--- src/rtl/seq_scan_pkg.sv ---
// -----------------------------------------------------------------------------
// seq_scan_pkg
// Shared definitions for the word-level serial pattern scanner.
//   state_t         : controller FSM encoding (IDLE / SHIFT / DONE)
//   PAT_LEN         : length of the detected bit pattern
//   FIRST_IDX_NONE  : no-match sentinel for out_first_idx (truncate to IDX_W)
// -----------------------------------------------------------------------------
package seq_scan_pkg;

    typedef enum logic [1:0] {
        IDLE  = 2'b00,
        SHIFT = 2'b01,
        DONE  = 2'b10
    } state_t;

    localparam int PAT_LEN = 3;

    // All-ones means "no counted match in this word".
    localparam logic [31:0] FIRST_IDX_NONE = '1;

endpackage

--- src/rtl/seq_det_core.sv ---
// -----------------------------------------------------------------------------
// seq_det_core
// Serial detection engine: a PAT_LEN-bit window fed one bit per enabled cycle,
// a fill counter (bits shifted since clear) and a gap counter (bits shifted
// since the last counted match). Raises a single-cycle combinational match
// strobe in the cycle whose shifted bit completes a counted match.
// Ports:
//   clk, rst   : clock, asynchronous active-low reset
//   clear      : empty window and counters (start of a new word)
//   shift_en   : shift bit_in into the window this cycle
//   bit_in     : next serial bit
//   pattern    : target pattern, MSB is first bit in time
//   overlap    : 1 = overlapping matches allowed
//   match      : this cycle's bit completes a counted match
// -----------------------------------------------------------------------------
import seq_scan_pkg::*;

module seq_det_core (
    input  logic               clk,
    input  logic               rst,
    input  logic               clear,
    input  logic               shift_en,
    input  logic               bit_in,
    input  logic [PAT_LEN-1:0] pattern,
    input  logic               overlap,
    output logic               match
);

    localparam int CW = $clog2(PAT_LEN + 1);
    localparam logic [CW-1:0] FULL = CW'(PAT_LEN);

    logic [PAT_LEN-1:0] window, win_nxt;
    logic [CW-1:0]      fill, fill_nxt;
    logic [CW-1:0]      gap, gap_nxt;

    // Both counters saturate at PAT_LEN: only "at least PAT_LEN" matters.
    always_comb begin
        // NOTE: every variable gets a default first so no path leaves it
        // unassigned; otherwise synthesis would infer a latch.
        win_nxt  = window;
        fill_nxt = fill;
        gap_nxt  = gap;
        match    = 1'b0;
        if (shift_en) begin
            win_nxt  = {window[PAT_LEN-2:0], bit_in};
            fill_nxt = (fill == FULL) ? fill : fill + 1'b1;
            gap_nxt  = (gap  == FULL) ? gap  : gap  + 1'b1;
            match    = (fill_nxt == FULL) && (win_nxt == pattern) &&
                       (overlap || (gap_nxt == FULL));
        end
    end

    always_ff @(posedge clk or negedge rst) begin
        if (!rst) begin
            // NOTE: sequential state uses non-blocking assignments so every
            // register samples pre-edge values regardless of statement order.
            window <= '0;
            fill   <= '0;
            gap    <= '0;
        end else if (clear) begin
            window <= '0;
            fill   <= '0;
            gap    <= '0;
        end else if (shift_en) begin
            window <= win_nxt;
            fill   <= fill_nxt;
            // Gap restarts only on a counted match.
            gap    <= match ? '0 : gap_nxt;
        end
    end

endmodule

--- src/rtl/seq_scan_ctrl.sv ---
// -----------------------------------------------------------------------------
// seq_scan_ctrl
// Word-level controller for the serial pattern detector. Accepts a word over a
// valid/ready handshake, shifts it MSB-first through seq_det_core one bit per
// clock, counts matches (saturating) and returns the count over a second
// valid/ready handshake.
// Optional feature macro: SEQ_SCAN_FIRST_IDX_EN adds out_first_idx, the step
// index of the bit that completed the first counted match (all-ones if none).
// Ports:
//   clk, rst          : clock, asynchronous active-low reset
//   in_valid/in_ready : word handshake (ready only while idle)
//   in_word           : word to scan, bit WORD_W-1 first
//   cfg_pattern       : 3-bit target pattern, bit 2 first in time
//   cfg_overlap       : 1 = overlapping, 0 = non-overlapping detection
//   out_valid/out_ready : result handshake
//   out_count         : matches in the word
//   out_first_idx     : first match step index (macro only)
// -----------------------------------------------------------------------------
import seq_scan_pkg::*;

module seq_scan_ctrl #(
    parameter  int WORD_W = 16,
    parameter  int CNT_W  = 5,
    localparam int IDX_W  = $clog2(WORD_W) + 1
) (
    input  logic               clk,
    input  logic               rst,
    input  logic               in_valid,
    output logic               in_ready,
    input  logic [WORD_W-1:0]  in_word,
    input  logic [PAT_LEN-1:0] cfg_pattern,
    input  logic               cfg_overlap,
    output logic               out_valid,
    input  logic               out_ready,
    output logic [CNT_W-1:0]   out_count
`ifdef SEQ_SCAN_FIRST_IDX_EN
    ,
    output logic [IDX_W-1:0]   out_first_idx
`endif
);

    localparam int SW = $clog2(WORD_W);
    localparam logic [SW-1:0] LAST_STEP = SW'(WORD_W - 1);

    state_t             state;
    logic [WORD_W-1:0]  shreg;
    logic [SW-1:0]      step;
    logic [PAT_LEN-1:0] pat_q;
    logic               ovl_q;
    logic               accept;
    logic               match;

`ifdef SEQ_SCAN_FIRST_IDX_EN
    localparam logic [IDX_W-1:0] IDX_NONE = FIRST_IDX_NONE[IDX_W-1:0];
`endif

    assign accept = (state == IDLE) && in_valid && in_ready;

    seq_det_core u_core (
        .clk      (clk),
        .rst      (rst),
        .clear    (accept),
        .shift_en (state == SHIFT),
        .bit_in   (shreg[WORD_W-1]),
        .pattern  (pat_q),
        .overlap  (ovl_q),
        .match    (match)
    );

    always_ff @(posedge clk or negedge rst) begin
        if (!rst) begin
            // NOTE: the word/config latches are reset too even though they are
            // reloaded on every accept; this keeps simulation X-free and costs
            // nothing on a handful of flops (unlike a RAM, which is never reset).
            state     <= IDLE;
            in_ready  <= 1'b0;
            out_valid <= 1'b0;
            out_count <= '0;
            shreg     <= '0;
            step      <= '0;
            pat_q     <= '0;
            ovl_q     <= 1'b0;
`ifdef SEQ_SCAN_FIRST_IDX_EN
            out_first_idx <= IDX_NONE;
`endif
        end else begin
            case (state)
                IDLE: begin
                    in_ready <= 1'b1;
                    if (accept) begin
                        shreg     <= in_word;
                        pat_q     <= cfg_pattern;
                        ovl_q     <= cfg_overlap;
                        out_count <= '0;
                        step      <= '0;
                        in_ready  <= 1'b0;
                        state     <= SHIFT;
`ifdef SEQ_SCAN_FIRST_IDX_EN
                        out_first_idx <= IDX_NONE;
`endif
                    end
                end

                SHIFT: begin
                    shreg <= shreg << 1;
                    step  <= step + 1'b1;
                    if (match) begin
                        if (out_count != '1)
                            out_count <= out_count + 1'b1;
`ifdef SEQ_SCAN_FIRST_IDX_EN
                        if (out_first_idx == IDX_NONE)
                            out_first_idx <= IDX_W'(step);
`endif
                    end
                    if (step == LAST_STEP) begin
                        out_valid <= 1'b1;
                        state     <= DONE;
                    end
                end

                DONE: begin
                    // Ready rises on the handshake edge; the next word can be
                    // accepted one cycle later at the earliest.
                    if (out_ready) begin
                        out_valid <= 1'b0;
                        in_ready  <= 1'b1;
                        state     <= IDLE;
                    end
                end

                default: begin
                    state     <= IDLE;
                    in_ready  <= 1'b0;
                    out_valid <= 1'b0;
                    out_count <= '0;
                    shreg     <= '0;
                    step      <= '0;
                    pat_q     <= '0;
                    ovl_q     <= 1'b0;
`ifdef SEQ_SCAN_FIRST_IDX_EN
                    out_first_idx <= IDX_NONE;
`endif
                end
            endcase
        end
    end

endmodule
--- config.mk ---
export PLATFORM = sky130hd
export DESIGN_NAME = seq_scan_ctrl
export DESIGN_NICKNAME = d
export VERILOG_FILES = /design/src/rtl/seq_scan_pkg.sv /design/src/rtl/seq_det_core.sv /design/src/rtl/seq_scan_ctrl.sv
export SDC_FILE = /design/constraint.sdc
export NUM_CORES = 1
export LEC_CHECK = 0
export ABC_AREA = 0
export CORE_UTILIZATION = 57
export DETAILED_ROUTE_END_ITERATION = 16
export PLACE_DENSITY_LB_ADDON = 0.05
export SYNTH_ARGS = -nofsm -noshare
export SYNTH_HDL_FRONTEND = slang
export SYNTH_HIERARCHICAL = 1
export SYNTH_SLANG_ARGS = --single-unit
--- constraint.sdc ---
create_clock -name clk -period 4.7 [get_ports clk]
set_input_delay 1.41 -clock clk [delete_from_list [all_inputs] [get_ports clk]]
set_output_delay 1.41 -clock clk [all_outputs]
set_load 0.1 [all_outputs]
# Word-level counts from Yosys, hierarchy flattened
# Cells that the tools add are included.
# op_classes
bitwise,4
muxes,32
reduce_logical,14
addsub,4
n_eq_ne,14
# ops
operator,n
one-hot mux 16 bit (3 select lines),1
two-way mux 2 bit,12
two-way mux 16 bit,1
two-way mux 5 bit,3
one-hot mux 5 bit (3 select lines),1
one-hot mux 4 bit (3 select lines),1
== test 2 bit (second input constant),5
!= test 2 bit (second input constant),5
two-way mux 1 bit,6
one-hot mux 1 bit (3 select lines),2
one-hot mux 2 bit (3 select lines),1
one-hot mux 3 bit (2 select lines),1
AND reduction 2 bit,3
AND reduction 3 bit,2
adder 5 x 1 -> 5 bit (second input constant),1
!= test 5 bit (second input constant),1
adder 2 x 1 -> 2 bit (second input constant),2
adder 4 x 1 -> 4 bit (second input constant),1
== test 4 bit (second input constant),1
logical AND 1 bit,4
two-way mux 4 bit,1
NOT 1 bit,4
AND reduction 4 bit,1
== test 3 bit,1
other kinds (7),7
# word_totals
out_inout_bits,7
ff_bits,39
input_bits,24

# Longest topological paths before layout
# Gate-level depths: netlist (run 1).
# logic_depth
ltp_word,9
mapped_depth,9
mapped_depth_nobuf,7

# By module
# Netlist (run 1), hierarchy kept.
# modules_own_cells
module,cells_each,area_per_inst_um2,instances,seq_area_each_um2
seq_scan_ctrl,172,1686.6,1,825.8
seq_det_core,28,307.8,1,150.1

# Least setup slack after synthesis (run 1)
# No wires, ideal clock.
# synth_timing
path_kind,register -> register
start,register out_count[0]
end,register out_count[3]
arrival_time_ps,2383
synth_period_minus_slack_ps,2493
stages_incl_launch_ff,7
path_buffers,0
slack_ps,2207
path_cell_list,dfrtp_1 ha_1 and3_1 ha_1 nand2b_1 or4_1 o311ai_1
# synth_via
elab_chain_cells,4
word_cells_on_any_way,7
cone_classes,1 x add/sub; 2 x eq/ne; 3 x mux; 1 x reduce/logical
# synth_lines
element,line_no,rtl
start: declaration,seq_scan_ctrl.sv:35,output logic [CNT_W-1:0] out_count
start signal: assignment,seq_scan_ctrl.sv:109,out_count <= out_count + 1'b1;
adder 5 x 1 -> 5 bit,seq_scan_ctrl.sv:109,
two-way mux 5 bit,seq_scan_ctrl.sv:108,if (out_count != '1)
two-way mux 5 bit,seq_scan_ctrl.sv:107,if (match) begin
one-hot mux 5 bit (3 select lines),seq_scan_ctrl.sv:87,case (state)
# Parallel ways exist; a longest one is shown, timed or not. The select of a mux whose other input is x is not followed.
# A chain may end at the register's enable or synchronous reset.

# Final worst setup path (run 1)
# layout_timing
start,register in_ready
end,output in_ready
# layout_lines
element,line_no,rtl
start: declaration,seq_scan_ctrl.sv:29,"output logic in_ready,"
start signal: assignment,seq_scan_ctrl.sv:76,in_ready <= 1'b0;
start signal: assignment,seq_scan_ctrl.sv:89,in_ready <= 1'b1;
start signal: assignment,seq_scan_ctrl.sv:96,in_ready <= 1'b0;
# No word-level cell between the ends.

==> metrics.md, run 1 <==
| Metric | Value |
|---|---|
| Status | `finished, final reports clean` |
| CP Launch Type | `flip-flop` |
| Crit path buf inv count | `1` |
| Dpl hpwl | `2610 microns` |
| Max Freq | `297 MHz` |
| Slew Limit Fails | `0` |
| Netlist cell types | `35` |
| Die area | `3740 sq um` |
| DRT antenna net count | `0` |
| Fraction of layout cells with a size suffix above 1 | `0.0628` |
| Number of enable flip-flop cells after synthesis | `0` |
| Placed Instance Area | `2270 sq um` |
| Ys flop type | `dfrtp_1` |
| Synth Area per Inst | `9.97 sq um` |
| Die width | `61.2 microns` |
| Synthesized cell area | `1990 sq um` |
| Initial antenna violation count | `0` |
| Area Growth Syn to Fin | `17.4%` |
| Congestion Overflow GR | `0` |
| Largest net degree at the start of global routing | `46` |
| Max capacitance violation total | `0` |
| Nets | `252` |
| Starting DRT DRC Count | `103` |
| Setup TNS | `0 ns` |
| Cells after Synth | `200` |
| Initial Util | `0.598` |
| Root buffer cell | `clkbuf_4` |
| Synth async-reset ratio | `1.00` |
| Slowest CP cell | `clkdlybuf4s50_1` |
| Power Density | `572 nW/um^2` |
| Worst ir drop on vdd | `313 uV` |
| Global-route wire length before repair | `6400 microns` |
| Detailed-route via count | `1659` |
| CTS Buf Count | `5` |
| Ant diodes | `0` |
| Gpl congestion | `0.723` |
| Clock skew | `0.00731 ns` |
| Core area | `3340 sq um` |
| Most numerous cell in the Yosys netlist | `o21ai_0` |
| Number of hold violations in the final report | `0` |
| Post-route DRC | `0` |
| Period minus WS final | `3.37 ns` |
| Yosys top cell by area | `dfrtp_1` |
| Hold crit path type | `flip-flop to flip-flop` |
| 1st-pass router iterations | `5` |
| Arrival @ worst endpoint | `1.96 ns` |
| Setup CP Type | `flip-flop to primary output` |
| Yosys reg bits | `39` |
| Worst path top cell family by delay | `buffers and inverters` |
| Fin crit share | `0.718` |
| Worst slack, placed | `1.40 ns` |
| Element type at the critical path end | `primary output` |
| Final instance area | `2340 sq um` |
| Vias in the first global route | `1479` |
| Share of the synthesized area in the top cell type | `0.489` |
| Ports | `31` |
| CTS tree | `built` |
| Top cells by area, synth | `dfrtp_1 (49%), o21ai_0 (11%), a22oi_1 (7.2%), ha_1 (3.8%), clkbuf_1 (2.4%)` |
| Hold-fix buffer count after cts | `0` |
| Unrepaired setup endpoints after global routing | `no` |
| Setup violations, final | `0` |
| Resize count post-CTS | `0` |
| Post-route setup slack | `1.33 ns` |
| Slowest stage delay, CP | `1.17 ns` |
| Maximum clock path buffer count | `2` |
| GRT Total Usage | `0.233` |
| Critical path cell sequence | `clkdlybuf4s50_1` |
| Setup Buffers After CTS | `0` |
| Final WL | `3930 microns` |
| Clk_lat worst skew | `0.34 ns` |
| Row cnt | `21` |
| H-tree depth | `2` |
| Final hold slack | `0.522 ns` |
| Via/cell ratio | `6.17` |
| Die height | `61.2 microns` |
| Slew headroom | `0.354` |
| Worst slew pin tran | `0.965 ns` |
| Port Buffer Count | `30` |
| Most frequent cells after synthesis | `o21ai_0 (44), dfrtp_1 (39), a22oi_1 (19)` |
| Clock-pin slew on the worst setup and hold paths | `0.11 ns` |
| Sink Count | `39` |
| CP Max Fanout | `5` |
| Synth warnings | `6` |
| Critical Path RT | `3.29 ns` |
| Drt wl/cell | `14.6 microns` |
| Pleak | `1.02 nW` |
| Syn nets | `230` |
| Register area share after synthesis | `0.489` |
-- cell usage in the layout, fill, tap and decap left out, drive strengths merged, types with 3 or more instances in the layout --
cell type,n
o21ai,44
dfrtp,39
clkdlybuf4s50,29
a22oi,19
nand2,11
clkbuf,8
nor2,7
inv,6
ha,6
and3,4
nand2b,4
a211o,4
nand3,4
nor4,4
o211ai,4
nand3b,3
a21oi,3
nor3,3
xor2,3
-- sequential cells by signal, indices dropped and copies added, names as in the netlist --
signal / flops
shreg: 16
u_core/fill: 2
out_valid: 1
pat_q: 3
in_ready: 1
state: 2
step: 4
ovl_q: 1
out_count: 5
u_core/window: 2
u_core/gap: 2
-- area by class of cell --
type | instances | area (sq um)
flip-flops and latches | 39 | 976
clock buffers | 8 | 68.8
repair buffers | 31 | 303
inverters | 6 | 22.5
fillers | 281 | 996
multi-input cells | 139 | 913
well taps | 46 | 57.6
-- worst register-to-register path, cell delays in order, from the launching register on --
cell and delay, ns:
dfrtp_1 0.41, inv_1 0.11, ha_1 0.60, a21boi_4 0.67, or2_2 0.50, o311ai_0 0.20
-- cell families after synthesis --
logic type	Yosys count	synth area share
AO/OA/AOI/OAI	82	0.269
XOR/XNOR	3	0.0132
adder cells (fa/ha/maj)	6	0.0376
buffers and inverters	22	0.0527
flip-flops	39	0.489
multiplexers	3	0.0157
AND/OR/NAND/NOR	45	0.122
-- worst paths after layout --
| kind | startpoint | to | slack [ns] | cells past startpoint |
|---|---|---|---|---|
| min in group asynchronous | rst | out_count[1]$_DFFE_PN0P_ | 1.15 | 1 |
| max in group asynchronous | rst | in_ready$_DFFE_PN0P_ | 3.02 | 1 |
| worst max register to register | state[0]$_DFFE_PN0P_ | step[3]$_DFFE_PN0P_ | 2.09 | 5 |
| worst max-delay path | in_ready$_DFFE_PN0P_ | in_ready | 1.33 | 1 |
| worst min register to register | out_valid$_DFFE_PN0P_ | out_valid$_DFFE_PN0P_ | 0.52 | 1 |
| worst min-delay path | out_valid$_DFFE_PN0P_ | out_valid$_DFFE_PN0P_ | 0.52 | 1 |
-- through the flow --
stage                      util  power (mW)  cells
after floorplan               -        1.03    200
after global placement    0.681        1.12    261
after detailed placement  0.681        1.15    261
after CTS                 0.702        1.35    269
after global routing      0.702        1.44    269
final                     0.702        1.34    269
-- layer usage --
| layer | global-route usage | part of all wire | vias up |
|---|---|---|---|
| li1 | - | - | 792 |
| met1 | 0.295 | 0.44 | 818 |
| met2 | 0.398 | 0.51 | 47 |
| met3 | 0.0378 | 0.043 | 2 |
| met4 | 0.0974 | 0.0036 | 0 |
| met5 | 0 | 0 | - |
-- where the power goes --
group | switching, mW | internal [mW] | leakage [nW]
registers | 0.0935 | 0.462 | 0.502
logic | 0.384 | 0.206 | 0.482
clock network | 0.104 | 0.0881 | 0.0386
Power figures use the tool's default switching activity.
==> run 2: changes to the inputs <==
--- a/config.mk
+++ b/config.mk
@@ -6,7 +6,7 @@
 export NUM_CORES = 1
 export LEC_CHECK = 0
 export ABC_AREA = 0
-export CORE_UTILIZATION = 57
+export CORE_UTILIZATION = 53
 export DETAILED_ROUTE_END_ITERATION = 16
 export PLACE_DENSITY_LB_ADDON = 0.05
 export SYNTH_ARGS = -nofsm -noshare
==> constraint.sdc (replaced) <==
create_clock -name clk -period 3.4 [get_ports clk]
set_input_delay 1.02 -clock clk [delete_from_list [all_inputs] [get_ports clk]]
set_output_delay 1.02 -clock clk [all_outputs]
set_load 0.1 [all_outputs]
==> run 2 against run 1 <==
Die area grew 7.3%; via count shrank 2.7%; hold slack lost 0.00075 ns; register-to-register slack lost 1.3 ns; clock skew grew 0.0019 ns; non-clock buffer count is the same; final cell count shrank 0.74%; worst setup slack lost 0.54 ns; count of clock-buffer cells in the layout shrank 2; critical path depth grew 4; largest cell class unchanged.
==> metrics.md, run 2 (synthesis gave the netlist of run 1 again) <==
| Metric | Value |
|---|---|
| Status | `finished, final reports clean` |
| Port Buffer Count | `30 (unchanged)` |
| Final hold slack | `0.522 ns (-0.000747 ns)` |
| Worst hold path depth | `1 (unchanged)` |
| Ports | `31 (unchanged)` |
| Critical path cell sequence | `inv_1, ha_1, a21boi_4, or2_2, o311ai_0` |
| Initial antenna violation count | `0 (unchanged)` |
| Final instance area | `2330 sq um (-0.59%)` |
| Worst slew pin tran | `0.866 ns (-0.0999 ns)` |
| Area of the multi-input gates | `913 sq um (unchanged)` |
| Hold crit path type | `flip-flop to flip-flop` |
| Met3 Wirelength | `185 microns (+10%)` |
| Clock share of power | `0.152 (+0.008)` |
| Power Density | `800 nW/um^2 (+40%)` |
| Die area | `4010 sq um (+7.3%)` |
| Setup CP Type | `flip-flop to flip-flop` |
| CTS Buf Count | `5 (unchanged)` |
| Commonest non-fill, non-tap cell in the layout | `o21ai_0` |
| Top reg by flops | `shreg` |
| Sink Count | `39 (unchanged)` |
| Initial Util | `0.575 (-0.0226)` |
| Vias in the first global route | `1579 (+6.8%)` |
| Most frequent cells in the layout | `o21ai_0 (44), dfrtp_1 (39), clkdlybuf4s50_1 (22)` |
| Die height | `63.3 microns (+3.6%)` |
| Reg power frac | `0.414 (about the same)` |
| Maximum clock path buffer count | `2 (unchanged)` |
| Arrival @ worst endpoint | `2.76 ns (+0.80 ns)` |
| Unrepaired setup endpoints after global routing | `no` |
| Clock skew | `0.00924 ns (+0.00193 ns)` |
| Global-route wire length before repair | `7200 microns (+12%)` |
| Flop2flop setup slack | `0.79 ns (-1.30 ns)` |
| P_sw | `0.805 mW (+38%)` |
| Worst r2r src | `state[0]$_DFFE_PN0P_` |
| 1st-pass router iterations | `4 (-1)` |
| Period minus WS final | `2.61 ns` |
| GRT Total Usage | `0.228 (-0.00550)` |
| Critical Path Sink | `step[3]$_DFFE_PN0P_` |
| Setup violations, final | `0 (unchanged)` |
| Largest net degree at the start of global routing | `46 (unchanged)` |
| Final WL | `4100 microns (+4.2%)` |
| Worst ir drop on vdd | `401 uV (+28%)` |
| Dpl hpwl | `2650 microns (+1.8%)` |
| Fin crit share | `0.769` |
| Detailed-route via count | `1614 (-2.7%)` |
| Max reg flops | `16 (unchanged)` |
| Core area | `3470 sq um (+3.9%)` |
| Via/cell ratio | `6.04 (-2.0%)` |
| Slowest stage delay, CP | `0.67 ns (-0.50 ns)` |
| Fraction of layout cells with a size suffix above 1 | `0.0860 (+0.0232)` |
| Switching Fraction | `0.432 (-0.00250)` |
| Nets | `252 (unchanged)` |
| FF/Latch Area | `976 sq um (unchanged)` |
| Root buffer cell | `clkbuf_8` |
| H-tree depth | `2 (unchanged)` |
| Slowest CP cell | `a21boi_4` |
| Pleak | `1.03 nW (+1.1%)` |
| Worst r2r dst | `step[3]$_DFFE_PN0P_` |
| Post-route DRC | `0 (unchanged)` |
| Top Metal Used | `met4` |
| DRT met1 WL | `1840 microns (+6.3%)` |
| Routed met2 length | `2020 microns (+0.25%)` |
| Element type at the critical path end | `flip-flop` |
| Starting DRT DRC Count | `117 (+14%)` |
| Drt wl/cell | `15.4 microns (+5.0%)` |
| DRT antenna net count | `0 (unchanged)` |
| Hold-fix buffer count after cts | `0 (unchanged)` |
| Resize count post-CTS | `0 (unchanged)` |
| Area Growth Syn to Fin | `16.7%` |
| Critical Path RT | `3.54 ns (+0.25 ns)` |
| Ant diodes | `0 (unchanged)` |
| Clk_lat worst skew | `0.29 ns (-0.05 ns)` |
| CTS tree | `built` |
| Clock-pin slew on the worst setup and hold paths | `0.07 ns (-0.04 ns)` |
| Slew headroom | `0.423 (+0.0686)` |
| Setup Buffers After CTS | `0 (unchanged)` |
| Row cnt | `21 (unchanged)` |
| Crit path from | `state[0]$_DFFE_PN0P_` |
| Int Pwr | `1.06 mW (+40%)` |
| Gpl congestion | `0.754 (+4.3%)` |
| CP Max Fanout | `29 (+24)` |
| Reg2Reg Depth | `5 (unchanged)` |
| Max capacitance violation total | `0 (unchanged)` |
| CP Launch Type | `flip-flop` |
| Max Freq | `383 MHz` |
| Setup TNS | `0 ns (unchanged)` |
| Combinational share of power | `0.435 (-0.006)` |
| Congestion Overflow GR | `0 (unchanged)` |
| Largest registers | `shreg x16, out_count x5, step x4` |
| Total Power | `1.86 mW (+39%)` |
| Fill count | `294 (+4.6%)` |
| Die width | `63.3 microns (+3.6%)` |
| Number of hold violations in the final report | `0 (unchanged)` |
| Placed Instance Area | `2250 sq um (-0.77%)` |
| Slew Limit Fails | `0 (unchanged)` |
run 2: cell count changes in the layout (fill, tap and decap cells not counted), sizes merged:
cell	delta
buf	+7
clkdlybuf4s50	-7
clkbuf	-2
run 2: worst max-delay path, delay by kind of cell (launching register included):
family          cells  cell delay (ns)
simple gates        1             0.48
compound gates      2             0.86
buf+inv             1             0.10
fa+ha+maj           1             0.62
flops               1             0.39
run 2: how the worst min path moves through the flow:
| stage | end | from | slack (ns) |
|---|---|---|---|
| after CTS | shreg[4]$_DFFE_PN0P_ | shreg[4]$_DFFE_PN0P_ | 0.52 |
| after detailed placement | shreg[4]$_DFFE_PN0P_ | shreg[4]$_DFFE_PN0P_ | 0.50 |
| final | out_valid$_DFFE_PN0P_ | out_valid$_DFFE_PN0P_ | 0.52 |
| after global placement | shreg[4]$_DFFE_PN0P_ | shreg[4]$_DFFE_PN0P_ | 0.49 |
| after floorplan | shreg[0]$_DFFE_PN0P_ | shreg[0]$_DFFE_PN0P_ | 0.48 |
| after global routing | out_valid$_DFFE_PN0P_ | out_valid$_DFFE_PN0P_ | 0.54 |
run 2: per-stage QoR:
step	setup slack, ns	instances	utilization
global placement	0.551	261	0.650
floorplan	0.907	200	-
CTS	0.780	267	0.671
global route	0.572	267	0.671
finish	0.786	267	0.671
detailed placement	0.513	261	0.650
run 2: area by class of cell:
| cell class | count | share of cell area |
|---|---|---|
| Multi-Input combinational cell | 139 | 0.392 |
| Sequential cell | 39 | 0.419 |
| Tap cell | 46 | 0.0247 |
| Timing Repair Buffer | 31 | 0.123 |
| Inverter | 6 | 0.00968 |
| Clock buffer | 6 | 0.0312 |
run 2: per-layer routing:
| metal | global-route usage | up-vias |
|---|---|---|
| met5 | 0 | - |
| met4 | 0.0739 | 0 |
| met3 | 0.0471 | 6 |
| met2 | 0.396 | 46 |
| met1 | 0.279 | 779 |
| li1 | - | 783 |
run 2: power by group through the flow:
stage | Sequential [mW] | Combinational [mW] | Clock (mW)
3_5_place_dp | 0.778 | 0.808 | 0
5_1_grt | 0.792 | 0.896 | 0.311
2_1_floorplan | 0.862 | 0.562 | 0
4_1_cts | 0.770 | 0.810 | 0.290
3_3_place_gp | 0.766 | 0.775 | 0
6_report | 0.770 | 0.809 | 0.282
==> run 3: changes to the inputs <==
==> constraint.sdc (replaced) <==
create_clock -name clk -period 2.5 [get_ports clk]
set_input_delay 0.75 -clock clk [delete_from_list [all_inputs] [get_ports clk]]
set_output_delay 0.75 -clock clk [all_outputs]
set_load 0.1 [all_outputs]
==> run 3 against run 2 <==
Sequential power is 36% higher; register-to-register slack worse by 0.60 ns; first-iteration DRC count is 11% higher; flip-flop and latch count stayed put; utilization is 2.3 points higher; count of clock-buffer cells in the layout is 2 higher; critical endpoint is now out_count[3]$_DFFE_PN0P_; largest cell class unchanged; largest power group unchanged.
==> metrics.md, run 3 (synthesis gave the netlist of run 1 again) <==
| Metric | Value |
|---|---|
| Setup CP Type | `flip-flop to flip-flop` |
| GR peak layer | `met2` |
| Combinational share of power | `0.431 (-0.004)` |
| Resize count post-CTS | `0 (unchanged)` |
| Placed Instance Area | `2310 sq um (+2.3%)` |
| Int Pwr | `1.53 mW (+45%)` |
| DRT antenna net count | `0 (unchanged)` |
| Clock share of power | `0.173 (+0.021)` |
| Ant diodes | `0 (unchanged)` |
| Fin crit share | `0.926 (+0.157)` |
| Slew headroom | `0.640 (+0.217)` |
| Sink Count | `39 (unchanged)` |
| Largest net degree at the start of global routing | `46 (unchanged)` |
| CP Launch Type | `flip-flop` |
| H-tree depth | `2 (unchanged)` |
| 1st-pass router iterations | `4 (unchanged)` |
| Nets | `259 (+2.8%)` |
| Die area | `4010 sq um (unchanged)` |
| Drt wl/cell | `15.6 microns (+1.9%)` |
| Hold crit path type | `input port to async pin` |
| Slew Limit Fails | `0 (unchanged)` |
| Top reg by flops | `shreg` |
| GRT met1 Usage | `0.286 (+0.00656)` |
| P_sw | `1.12 mW (+40%)` |
| Crit path buf inv count | `1 (unchanged)` |
| Clk_lat worst skew | `0.29 ns (about the same)` |
| Max reg flops | `16 (unchanged)` |
| Worst slack, placed | `0.0646 ns (-0.449 ns)` |
| Port Buffer Count | `30 (unchanged)` |
| Switching Fraction | `0.423 (-0.00929)` |
| Row cnt | `21 (unchanged)` |
| GRT Total Usage | `0.238 (+0.0101)` |
| Unrepaired setup endpoints after global routing | `no` |
| Starting DRT DRC Count | `130 (+11%)` |
| Vias in the first global route | `1652 (+4.6%)` |
| Element type at the critical path end | `flip-flop` |
| Max capacitance violation total | `0 (unchanged)` |
| CTS Buf Count | `5 (unchanged)` |
| Number of hold violations in the final report | `0 (unchanged)` |
| Congestion Overflow GR | `0 (unchanged)` |
| Root buffer cell | `clkbuf_8` |
| Met2 usage | `0.410 (+0.0133)` |
| Slowest CP cell | `or4_1` |
| Final hold slack | `0.402 ns (-0.120 ns)` |
| Arrival @ worst endpoint | `2.50 ns (-0.26 ns)` |
| Ports | `31 (unchanged)` |
| Die height | `63.3 microns (unchanged)` |
| Power Density | `1100 nW/um^2 (+38%)` |
| Post-route setup slack | `0.185 ns (-0.601 ns)` |
| Worst ir drop on vdd | `589 uV (+47%)` |
| Detailed-route via count | `1679 (+4.0%)` |
| CP Max Fanout | `8 (-72%)` |
| Area Growth Syn to Fin | `20.7%` |
| CTS tree | `built` |
| Gpl congestion | `0.794 (+5.3%)` |
| Pleak | `1.08 nW (+4.8%)` |
| Via/cell ratio | `6.08 (+0.64%)` |
| Clock skew | `0.00547 ns (-0.00377 ns)` |
| Global-route wire length before repair | `7350 microns (+2.1%)` |
| Worst path top cell family by delay | `simple AND/OR/NAND/NOR gates` |
| Dpl hpwl | `3060 microns (+15%)` |
| Setup TNS | `0 ns (unchanged)` |
| Final WL | `4320 microns (+5.3%)` |
| Max Freq | `432 MHz (+13%)` |
| Critical path cell sequence | `inv_1, ha_1, o211ai_4, nor4_2, nand2b_1, or4_1, o311ai_1` |
| Final instance area | `2410 sq um (+3.4%)` |
| Fraction of layout cells with a size suffix above 1 | `0.122 (+0.0358)` |
| Setup Buffers After CTS | `0 (unchanged)` |
| Setup violations, final | `0 (unchanged)` |
| Post-route DRC | `0 (unchanged)` |
| Period minus WS final | `2.31 ns (-0.299 ns)` |
| Status | `finished, final reports clean` |
| Maximum clock path buffer count | `2 (unchanged)` |
| Die width | `63.3 microns (unchanged)` |
| Largest registers | `shreg x16, out_count x5, step x4` |
| Most frequent cells in the layout | `o21ai_0 (44), dfrtp_1 (39), clkdlybuf4s50_1 (22)` |
| Commonest non-fill, non-tap cell in the layout | `o21ai_0` |
| Critical Path RT | `2.68 ns (-0.86 ns)` |
| Hold-fix buffer count after cts | `0 (unchanged)` |
| Core area | `3470 sq um (unchanged)` |
| Worst slew pin tran | `0.540 ns (-0.326 ns)` |
| Initial antenna violation count | `0 (unchanged)` |
| Slowest stage delay, CP | `0.52 ns (-0.15 ns)` |
| Initial Util | `0.575 (unchanged)` |
| Reg power frac | `0.396 (-0.018)` |
| Met3 Track Usage GR | `0.0598 (+0.0127)` |
| Clock-pin slew on the worst setup and hold paths | `0.07 ns (about the same)` |
run 3: changes by cell type in the layout (fill, tap and decap cells not counted), sizes merged:
cell,before,now
buf,9,16
clkbuf,6,8
run 3: worst paths after layout:
check | startpoint | end | slack, ns | depth (start not counted)
worst min register to register | shreg[8]$_DFFE_PN0P_ | shreg[8]$_DFFE_PN0P_ | 0.52 | 2
worst min-delay path | rst | out_count[2]$_DFFE_PN0P_ | 0.40 | 1
min in group clk | shreg[8]$_DFFE_PN0P_ | shreg[8]$_DFFE_PN0P_ | 0.52 | 2
max in group asynchronous | rst | u_core/gap[1]$_DFFE_PN0P_ | 1.55 | 2
worst max register to register | state[1]$_DFFE_PN0P_ | out_count[3]$_DFFE_PN0P_ | 0.19 | 7
worst max-delay path | state[1]$_DFFE_PN0P_ | out_count[3]$_DFFE_PN0P_ | 0.19 | 7
run 3: worst register-to-register path, stage by stage (launching register included):
cell	delay, ns
dfrtp_1	0.40
inv_1	0.09
ha_1	0.22
o211ai_4	0.10
nor4_2	0.37
nand2b_1	0.25
or4_1	0.52
o311ai_1	0.27
run 3: layer usage:
layer | vias up | routed length (microns)
li1 | 797 | -
met1 | 830 | 1820
met2 | 43 | 2260
met4 | 0 | 67
met5 | - | 0
met3 | 9 | 171
run 3: power by group through the flow:
stage               sequential, mW  clock (mW)  combinational (mW)
floorplan                     1.17           0               0.764
global placement              1.04           0                1.09
detailed placement            1.06           0                1.14
CTS                           1.05       0.470                1.15
global route                  1.08       0.495                1.27
finish                        1.05       0.459                1.14
run 3: cell type report:
class	instances	area, sq um
Timing Repair Buffer	38	338
Fill cell	294	1060
Multi-Input combinational cell	139	913
Sequential cell	39	976
Clock buffer	8	100
Inverter	6	22.5
Tap cell	46	57.6
run 3: per-stage QoR:
stage / utilization / instances / power (mW)
after global routing: 0.694 / 276 / 2.85
after global placement: 0.665 / 268 / 2.14
after CTS: 0.694 / 276 / 2.67
after detailed placement: 0.665 / 268 / 2.21
final: 0.694 / 276 / 2.66
after floorplan: - / 200 / 1.94
